<file path="src/rtl/regfile_wb_arbiter_if.sv">
// Write-back arbiter bundle: ALU result, load return handshake, hazard query, register-file write port.
// Latency: none (signal container only).
// Backpressure: ld_valid/ld_ready on the load side; stall is the only throttle on the ALU side.
//
// Signals:
//   alu_valid/alu_rd/alu_data  ALU result (core -> arbiter), never back-pressured
//   ld_valid/ld_ready/ld_rd/ld_data  load-data return handshake
//   q1/q2 -> haz1/haz2          pending-load hazard query for two source addresses
//   stall, ld_count             starvation throttle and FIFO occupancy
//   WE3/A3/WD3                  registered register-file write port
interface regfile_wb_arbiter_if #(
    parameter int DEPTH = 4
);
    localparam int CW = $clog2(DEPTH) + 1;

    logic          alu_valid;
    logic [4:0]    alu_rd;
    logic [31:0]   alu_data;
    logic          ld_valid;
    logic          ld_ready;
    logic [4:0]    ld_rd;
    logic [31:0]   ld_data;
    logic [4:0]    q1;
    logic [4:0]    q2;
    logic          haz1;
    logic          haz2;
    logic          stall;
    logic [CW-1:0] ld_count;
    logic          WE3;
    logic [4:0]    A3;
    logic [31:0]   WD3;

    // Core / testbench side.
    modport master (
        output alu_valid, alu_rd, alu_data, ld_valid, ld_rd, ld_data, q1, q2,
        input  ld_ready, haz1, haz2, stall, ld_count, WE3, A3, WD3
    );

    // Arbiter side.
    modport slave (
        input  alu_valid, alu_rd, alu_data, ld_valid, ld_rd, ld_data, q1, q2,
        output ld_ready, haz1, haz2, stall, ld_count, WE3, A3, WD3
    );
endinterface

</file>
<file path="src/rtl/regfile_wb_arbiter.sv">
// Owns the register file's single write port: ALU results win, queued load returns fill idle slots, x0 writes dropped.
// Latency: ALU result 1 cycle to WE3; load 2 cycles through the FIFO (1 cycle when WB_LOAD_BYPASS_EN bypasses an idle FIFO).
// Backpressure: ld_ready low while the FIFO is full (registered occupancy only); stall asks the core to idle the ALU
//               once the FIFO head has been blocked STARVE_LIMIT consecutive cycles.
//
// Ports: clk, rst (async, active-low), wb (regfile_wb_arbiter_if.slave) carrying the ALU result, the load-return
//        handshake, hazard queries q1/q2 -> haz1/haz2, stall, ld_count and the registered WE3/A3/WD3 write port.
// Optional feature: define WB_LOAD_BYPASS_EN to send a load straight to the write port when the FIFO is empty and
//                   the ALU is not writing that cycle.
module regfile_wb_arbiter #(
    parameter int DEPTH        = 4,
    parameter int STARVE_LIMIT = 3
) (
    input  logic                  clk,
    input  logic                  rst,
    regfile_wb_arbiter_if.slave   wb
);
    localparam int PW = $clog2(DEPTH);
    localparam int CW = PW + 1;
    localparam int SW = $clog2(STARVE_LIMIT + 1);
    localparam logic [CW-1:0] FULL = CW'(DEPTH);
    localparam logic [SW-1:0] SLIM = SW'(STARVE_LIMIT);

    typedef struct packed {
        logic [4:0]  rd;
        logic [31:0] data;
    } ent_t;

    ent_t          mem [DEPTH];
    logic [PW-1:0] wr_ptr;
    logic [PW-1:0] rd_ptr;
    logic [CW-1:0] count;
    logic [SW-1:0] starve;
    logic          stall_q;
    logic          we_q;
    logic [4:0]    a3_q;
    logic [31:0]   wd3_q;

    logic          ld_ready_int;
    logic          alu_win;
    logic          fifo_nonempty;
    logic          pop;
    logic          accept;
    logic          push;
    logic          bypass;
    logic [SW-1:0] starve_nxt;
    logic          haz1_c;
    logic          haz2_c;
    logic [PW-1:0] offs;

    // Readiness depends only on registered occupancy, so a same-cycle pop never frees a slot early.
    assign ld_ready_int = rst && (count != FULL);

    always_comb begin
        alu_win       = wb.alu_valid && (wb.alu_rd != 5'd0);
        fifo_nonempty = (count != '0);
        pop           = !alu_win && fifo_nonempty;
        accept        = wb.ld_valid && ld_ready_int;
        bypass        = 1'b0;
`ifdef WB_LOAD_BYPASS_EN
        bypass        = accept && (wb.ld_rd != 5'd0) && !fifo_nonempty && !alu_win;
`endif
        // Loads to x0 are accepted and dropped here.
        push          = accept && (wb.ld_rd != 5'd0) && !bypass;

        starve_nxt = starve;
        if (pop) begin
            starve_nxt = '0;
        end else if (alu_win && fifo_nonempty && (starve != SLIM)) begin
            starve_nxt = starve + 1'b1;
        end
    end

    // Hazard scan: entry i is live when its distance from the head is below the occupancy.
    always_comb begin
        haz1_c = 1'b0;
        haz2_c = 1'b0;
        offs   = '0;
        for (int i = 0; i < DEPTH; i++) begin
            offs = PW'(i) - rd_ptr;
            if ({1'b0, offs} < count) begin
                if ((wb.q1 != 5'd0) && (mem[i].rd == wb.q1)) haz1_c = 1'b1;
                if ((wb.q2 != 5'd0) && (mem[i].rd == wb.q2)) haz2_c = 1'b1;
            end
        end
    end

    // Storage needs no reset: occupancy gates every read.
    always_ff @(posedge clk) begin
        if (push) begin
            mem[wr_ptr] <= '{rd: wb.ld_rd, data: wb.ld_data};
        end
    end

    always_ff @(posedge clk or negedge rst) begin
        if (!rst) begin
            wr_ptr  <= '0;
            rd_ptr  <= '0;
            count   <= '0;
            starve  <= '0;
            stall_q <= 1'b0;
            we_q    <= 1'b0;
            a3_q    <= 5'd0;
            wd3_q   <= 32'd0;
        end else begin
            if (push) wr_ptr <= wr_ptr + 1'b1;
            if (pop)  rd_ptr <= rd_ptr + 1'b1;
            case ({push, pop})
                2'b10:   count <= count + 1'b1;
                2'b01:   count <= count - 1'b1;
                default: count <= count;
            endcase

            starve  <= starve_nxt;
            // Looks at the next counter value so stall drops right after the edge that pops the head.
            stall_q <= (starve_nxt == SLIM);

            we_q <= alu_win || pop || bypass;
            if (alu_win) begin
                a3_q  <= wb.alu_rd;
                wd3_q <= wb.alu_data;
            end else if (pop) begin
                a3_q  <= mem[rd_ptr].rd;
                wd3_q <= mem[rd_ptr].data;
            end else if (bypass) begin
                a3_q  <= wb.ld_rd;
                wd3_q <= wb.ld_data;
            end
        end
    end

    assign wb.ld_ready = ld_ready_int;
    assign wb.haz1     = haz1_c;
    assign wb.haz2     = haz2_c;
    assign wb.stall    = stall_q;
    assign wb.ld_count = count;
    assign wb.WE3      = we_q;
    assign wb.A3       = a3_q;
    assign wb.WD3      = wd3_q;
endmodule

</file>
<file path="src/flat_wrapper.sv">
// flat-port wrapper written by rule: the top's interface ports become plain ports
module regfile_wb_arbiter_flat 
#(
    parameter int DEPTH        = 4,
    parameter int STARVE_LIMIT = 3
)
  (clk, rst, wb_alu_valid, wb_alu_rd, wb_alu_data, wb_ld_valid, wb_ld_rd, wb_ld_data, wb_q1, wb_q2, wb_ld_ready, wb_haz1, wb_haz2, wb_stall, wb_ld_count, wb_WE3, wb_A3, wb_WD3);
  regfile_wb_arbiter_if #(.DEPTH(DEPTH)) wb_i ();
  input  logic clk;
  input  logic rst;
  input wire logic [$bits(wb_i.alu_valid)-1:0] wb_alu_valid;
  input wire logic [$bits(wb_i.alu_rd)-1:0] wb_alu_rd;
  input wire logic [$bits(wb_i.alu_data)-1:0] wb_alu_data;
  input wire logic [$bits(wb_i.ld_valid)-1:0] wb_ld_valid;
  input wire logic [$bits(wb_i.ld_rd)-1:0] wb_ld_rd;
  input wire logic [$bits(wb_i.ld_data)-1:0] wb_ld_data;
  input wire logic [$bits(wb_i.q1)-1:0] wb_q1;
  input wire logic [$bits(wb_i.q2)-1:0] wb_q2;
  output wire logic [$bits(wb_i.ld_ready)-1:0] wb_ld_ready;
  output wire logic [$bits(wb_i.haz1)-1:0] wb_haz1;
  output wire logic [$bits(wb_i.haz2)-1:0] wb_haz2;
  output wire logic [$bits(wb_i.stall)-1:0] wb_stall;
  output wire logic [$bits(wb_i.ld_count)-1:0] wb_ld_count;
  output wire logic [$bits(wb_i.WE3)-1:0] wb_WE3;
  output wire logic [$bits(wb_i.A3)-1:0] wb_A3;
  output wire logic [$bits(wb_i.WD3)-1:0] wb_WD3;
  assign wb_i.alu_valid = wb_alu_valid;
  assign wb_i.alu_rd = wb_alu_rd;
  assign wb_i.alu_data = wb_alu_data;
  assign wb_i.ld_valid = wb_ld_valid;
  assign wb_i.ld_rd = wb_ld_rd;
  assign wb_i.ld_data = wb_ld_data;
  assign wb_i.q1 = wb_q1;
  assign wb_i.q2 = wb_q2;
  assign wb_ld_ready = wb_i.ld_ready;
  assign wb_haz1 = wb_i.haz1;
  assign wb_haz2 = wb_i.haz2;
  assign wb_stall = wb_i.stall;
  assign wb_ld_count = wb_i.ld_count;
  assign wb_WE3 = wb_i.WE3;
  assign wb_A3 = wb_i.A3;
  assign wb_WD3 = wb_i.WD3;
  regfile_wb_arbiter #(.DEPTH(DEPTH), .STARVE_LIMIT(STARVE_LIMIT)) u_core (.clk(clk), .rst(rst), .wb(wb_i));
endmodule
</file>
<file path="config.mk">
export PLATFORM = sky130hd
export DESIGN_NAME = regfile_wb_arbiter_flat
export DESIGN_NICKNAME = d
export VERILOG_FILES = /design/src/rtl/regfile_wb_arbiter_if.sv /design/src/rtl/regfile_wb_arbiter.sv /design/src/flat_wrapper.sv
export SDC_FILE = /design/constraint.sdc
export NUM_CORES = 1
export LEC_CHECK = 0
export CORE_MARGIN = 2
export CORE_UTILIZATION = 48
export DETAILED_ROUTE_END_ITERATION = 10
export PLACE_DENSITY = 0.83
export SETUP_SLACK_MARGIN = 0.5
export SYNTH_ARGS = -nofsm -noshare
export SYNTH_HDL_FRONTEND = slang
export SYNTH_SLANG_ARGS = --single-unit
</file>
<file path="constraint.sdc">
create_clock -name clk -period 2.4 [get_ports clk]
set_input_delay 0.48 -clock clk [delete_from_list [all_inputs] [get_ports clk]]
set_output_delay 0.48 -clock clk [all_outputs]
set_load 0.03 [all_outputs]
</file>
**After elaboration in Yosys (flattened, before gate mapping)**

Memories as Yosys holds them, arrays and structs flattened.
Index checks and enable logic that the tools add are counted.

- $lt $le $gt $ge: 4
- Equal/unequal tests: 13
- Add/sub/neg operators: 9
- Reduce and logical (&&, ||, !) cells: 24
- Muxes and demuxes: 25

Operators with widths:

| operator | number |
|---|---|
| two-way mux 32 bit | 2 |
| equality test 5 bit | 8 |
| nonzero test 5 bit | 4 |
| two-way mux 1 bit | 18 |
| logical AND 1 bit | 15 |
| less-than comparator 2 x 3 -> 1 bit | 4 |
| two-way mux 5 bit | 2 |
| adder 2 x 1 -> 2 bit (second input constant) | 3 |
| one-hot mux 3 bit (2 select lines) | 1 |
| equality test 2 bit (second input constant) | 2 |
| two-way mux 2 bit | 2 |
| nonzero test 2 bit | 2 |
| subtractor 1 x 2 -> 2 bit (first input constant) | 2 |
| subtractor 2 bit (first input constant) | 2 |
| adder 3 x 1 -> 3 bit (second input constant) | 1 |
| != test 3 bit (second input constant) | 1 |
| nonzero test 3 bit | 1 |
| subtractor 3 x 1 -> 3 bit (second input constant) | 1 |
| equality test 2 x 1 -> 1 bit (second input constant) | 1 |
| != test 2 bit (second input constant) | 1 |
| zero test 1 bit | 1 |
| logical OR 1 bit | 1 |

- Output and inout port bits: 45
- Memories kept: 1
- Bits of input ports: 88
- Bits in registers: 48
- Word-level logic and storage cells: 84
- RAM bits: 148

Memory list:

| name | words | width | rd ports | clocked after Yosys merged registers in | write ports | RTL line | source |
|---|---|---|---|---|---|---|---|
| u_core.mem | 4 | 37 | 5 | 0 | 1 | regfile_wb_arbiter.sv:29 | `ent_t mem [DEPTH];` |

**Longest topological paths before layout**

An unclocked memory read counts as a cell.

- Word-level depth: 11
- Depth in mapped cells: 11
- Gate-level depth less buffers: 11

**Least setup slack after synthesis**

OpenSTA, ideal clock, no wires.

- Path kind: register to register
- Start: reg u_core.count[1], in the netlist u_core.wb.ld_count[1]
- End: mem u_core.mem[0][0] (netlist name) (enable)
- Data arrival time: 2.765 ns
- Cell stages (with the launch flop): 6
- Period minus slack after synthesis: 3.163 ns
- Slack: -0.763 ns
- Setup time: 0.398 ns
- Cell sequence: dfrtp_1 inv_1 a31oi_1 nand2_1 a21oi_1 and2_1

- Word-level cells in the longest chain between the ends: 6

Ends and longest elaborated chain:

| what | RTL line | source |
|---|---|---|
| start, declared | regfile_wb_arbiter.sv:32 | `logic [CW-1:0] count;` |
| start signal, assigned | regfile_wb_arbiter.sv:109 | `2'b10: count <= count + 1'b1;` |
| start signal, assigned | regfile_wb_arbiter.sv:110 | `2'b01: count <= count - 1'b1;` |
| start signal, assigned | regfile_wb_arbiter.sv:111 | `default: count <= count;` |
| != test 3 bit | regfile_wb_arbiter.sv:52 | `assign ld_ready_int = rst && (count != FULL);` |
| logical AND 1 bit | regfile_wb_arbiter.sv:52 |  |
| via wb_ld_ready | flat_wrapper.sv:19 | `output wire logic [$bits(wb_i.ld_ready)-1:0] wb_ld_ready;` |
| logical AND 1 bit | regfile_wb_arbiter.sv:58 | `accept = wb.ld_valid && ld_ready_int;` |
| logical AND 1 bit | regfile_wb_arbiter.sv:64 | `push = accept && (wb.ld_rd != 5'd0) && !bypass;` |
| two-way mux 1 bit | regfile_wb_arbiter.sv:90 | `if (push) begin` |
| two-way mux 1 bit (not written as such) | regfile_wb_arbiter.sv:91 | `mem[wr_ptr] <= '{rd: wb.ld_rd, data: wb.ld_data};` |
| end, declared | regfile_wb_arbiter.sv:29 |  |

The timed path passes the listed nets, and every way through them passes these cells.

**Worst setup path in the final report**

- Start: reg u_core.rd_ptr[0]
- End: out wb_haz1

- Word-level cells in the longest chain between the ends: 9
- Elaborated cells between the ends (all ways): 15
- Classes of those cells: add/sub (4); order compare (4); mux (7)

Ends and longest elaborated chain:

| what | RTL line | source |
|---|---|---|
| start, declared | regfile_wb_arbiter.sv:31 | `logic [PW-1:0] rd_ptr;` |
| start signal, assigned | regfile_wb_arbiter.sv:107 | `if (pop) rd_ptr <= rd_ptr + 1'b1;` |
| subtractor 1 x 2 -> 2 bit | regfile_wb_arbiter.sv:80 | `offs = PW'(i) - rd_ptr;` |
| less-than comparator 2 x 3 -> 1 bit | regfile_wb_arbiter.sv:81 | `if ({1'b0, offs} < count) begin` |
| two-way mux 1 bit | regfile_wb_arbiter.sv:81 |  |
| two-way mux 1 bit | regfile_wb_arbiter.sv:82 | `if ((wb.q1 != 5'd0) && (mem[i].rd == wb.q1)) haz1_c = 1'b1;` |
| two-way mux 1 bit | regfile_wb_arbiter.sv:81 |  |
| two-way mux 1 bit | regfile_wb_arbiter.sv:82 |  |
| two-way mux 1 bit | regfile_wb_arbiter.sv:81 |  |
| two-way mux 1 bit | regfile_wb_arbiter.sv:82 |  |
| two-way mux 1 bit * | regfile_wb_arbiter.sv:81 |  |
| end, declared | flat_wrapper.sv:20 | `output wire logic [$bits(wb_i.haz1)-1:0] wb_haz1;` |

Mark *: on every way between the ends. The rest lies on a longest branch, timed or not.

==> run summary <==
cts hold-fix bufs -> 0
Design Area, Final -> 0.0113 mm²
grt total ovfl -> 0
slew of the pin with the lowest slew margin -> 0.688 ns
Yosys cell types -> 33
post-DR vias/cell -> 5.37
status -> finished with violations
headroom to the max-slew limit -> 54.1%
worst-path fanout max -> 2
largest net degree at the start of global routing -> 71
Synth Instances -> 505
H-tree Lvls -> 4
Total GRT Usage -> 21.0%
routability cong. -> 0.874
max_cap viols -> 0
fin crit period -> 2.79 ns
P per Cell Area -> 1050 mW/mm²
IO Port Bufs -> 132
DP Wirelength -> 11.9 mm
synth warn -> 0
main area contributors after synthesis -> edfxtp_1 54%, dfrtp_1 15%, mux4_2 10%, mux2i_1 4.5%, xnor2_1 3.0%
ratio of cells with drive above 1 in the final layout -> 25.6%
diode count -> 0
Initial Util -> 49.5%
first-pass GRT wire length -> 28.4 mm
Bufs on Longest Clock Path -> 2
die area -> 0.0183 mm²
Req. time, crit path -> 1.92 ns
row cnt -> 47
final wirelength -> 18.9 mm
Fin Hold WS -> 0.213 ns
root buffer cell -> clkbuf_16
most frequent cells in the layout -> 148 x edfxtp_1, 79 x clkdlybuf4s50_1, 45 x dlygate4sd2_1
clock sink count -> 196
HP Class -> primary input to async pin
initial antenna violation count -> 0
Setup crit end kind -> output pin
WS Path Type -> register to output pin
vias in the first global route -> 5364
CTS clk-pin slew, worst paths -> 0.07 ns
Mapped Nets -> 604
Achievable Freq -> 359 MHz
Final WS setup -> -0.386 ns
Initial DRC Count -> 286
Final Hold Viols -> 0
clock latency on the worst-skew pair -> 0.43 ns
# nets final -> 793
violated checks -> setup timing
number of enable flip-flop cells after synthesis -> 148
CP startpoint kind -> register
ys flop type -> edfxtp_1
register bit total from synthesis -> 196
die height -> 135 µm
Post-synth ARST share -> 24.5%
Worst Skew -> 0.00893 ns
Num CTS Buffers -> 17
post-synthesis sequential area ratio -> 68.3%
syn avg cell area -> 16.4 µm²
max-slew violations -> 0
area delta synth->final -> 36.1%
final period utilization -> 116%
dpl cell area -> 0.0102 mm²
maximum vdd ir drop -> 0.736 mV
Die Width -> 135 µm
Ports -> 133
core area -> 0.0167 mm²
CTS tree -> done
first drt pass iteration count -> 4
Worst Path Arrival -> 2.31 ns
DRC -> 0
most common cell after layout, fill and taps aside -> edfxtp_1
post-route ant nets -> 0
Vias -> 4976
Yosys top cell by area -> edfxtp_1
Post-Synthesis Cell Area -> 0.00827 mm²
Static Leak -> 4.12 nW
final setup vio count -> 2
top cell type's share of synthesized area -> 53.7%
WL/cell -> 20.4 µm
RSZ-0062 raised after global routing -> true
## state kept, by name, indices dropped and copies added, names as in the netlist
name / flops
u_core.mem: 148
u_core.wb.WD3: 32
u_core.wb.A3: 5
u_core.wb.ld_count: 3
u_core.rd_ptr: 2
u_core.starve: 2
u_core.wr_ptr: 2
u_core.wb.WE3: 1
u_core.wb.stall: 1
## cell usage after synthesis (all sizes together), types with 2 or more instances
master and n:
xnor2 28, mux2i 37, clkbuf 20, xor2 20
nor2 6, nor3 5, dfrtp 48, edfxtp 148
mux4 37, nand2b 2, o21ai 38, nor4 10
a21oi 4, mux2 2, inv 11, o22ai 2
nand3 8, o21ba 2, nand2 41, and2 5
ha 10, buf 12
## path summary, 6_finish.rpt
kind	start	endpoint	slack (ns)	cells past startpoint
max	u_core.rd_ptr[0]$_DFFE_PN0P_	wb_haz1	-0.39	9
min	rst	u_core.wb.WD3[7]$_DFFE_PN0P_	0.21	2
min in group clk	wb_alu_rd[3]	u_core.wb.A3[3]$_DFFE_PN0P_	0.27	3
max in group asynchronous	rst	u_core.rd_ptr[1]$_DFFE_PN0P_	1.69	2
max reg2reg	u_core.wb.ld_count[2]$_DFFE_PN0P_	u_core.wb.ld_count[2]$_DFFE_PN0P_	0.26	12
min reg2reg	u_core.wb.WD3[2]$_DFFE_PN0P_	u_core.wb.WD3[2]$_DFFE_PN0P_	0.57	2
## metrics by stage
step	power [mW]	utilization (%)	instances	setup WS (ns)	setup TNS, ns
floorplan	7.40	-	505	0.0803	0
global placement	8.74	61.3	868	-0.287	-1.12
detailed placement	8.90	61.3	868	-0.339	-1.44
CTS	11.7	65.9	916	-0.365	-0.705
global route	12.4	67.4	927	-0.507	-0.999
finish	11.8	67.4	927	-0.386	-0.764
## final cells by class
type | count | area, µm²
flip-flops and latches | 196 | 5650
fillers | 1119 | 5440
multi-input cells | 266 | 2580
repair buffers | 202 | 2120
clock buffers | 17 | 425
well taps | 220 | 275
clock inverters | 15 | 153
inverters | 11 | 43.8
## routing by layer
metal | global-route usage (%) | wire length, µm | share of wire [%]
met2 | 37.8 | 10400 | 55
met5 | 0 | 0 | 0
met4 | 7.70 | 401 | 2.1
met3 | 4.30 | 725 | 3.8
met1 | 24.8 | 7400 | 39
## cell families (layout without fill, tap and decap cells)
group	after synthesis	after routing	synth area share [%]
DFF	196	196	68.3
and+or+nand+nor	79	79	4.42
muxes	76	76	14.8
AOI/OAI and AO/OA	52	52	3.54
xor gates and xnor gates	48	48	5.08
buffers and inverters	43	245	2.10
adders and majority gates	11	11	1.76
## power breakdown
group / leakage (nW) / internal, mW / total [mW] / switching, mW
registers: 1.91 / 4.25 / 4.58 / 0.327
logic: 1.94 / 2.15 / 4.52 / 2.37
clock network: 0.272 / 1.46 / 2.74 / 1.28
total: 4.12 / 7.87 / 11.8 / 3.97
## repair_timing
item	in CTS	in global routing
resized for setup	85	13
endpoints found under the setup margin	216	160
hold endpoints to repair	0	0
buffers inserted	15	4
cloned	1	7
pin swaps	14	7
## critical path, stage by stage (launching register included)
cell	delay [ns]
dfrtp_2	0.43
xnor2_2	0.19
inv_1	0.07
ha_1	0.27
nand2b_1	0.07
o22ai_2	0.21
nor4_2	0.10
nor4_1	0.34
a21oi_2	0.06
buf_6	0.15
Note: power is estimated with default switching activity, not from simulation.
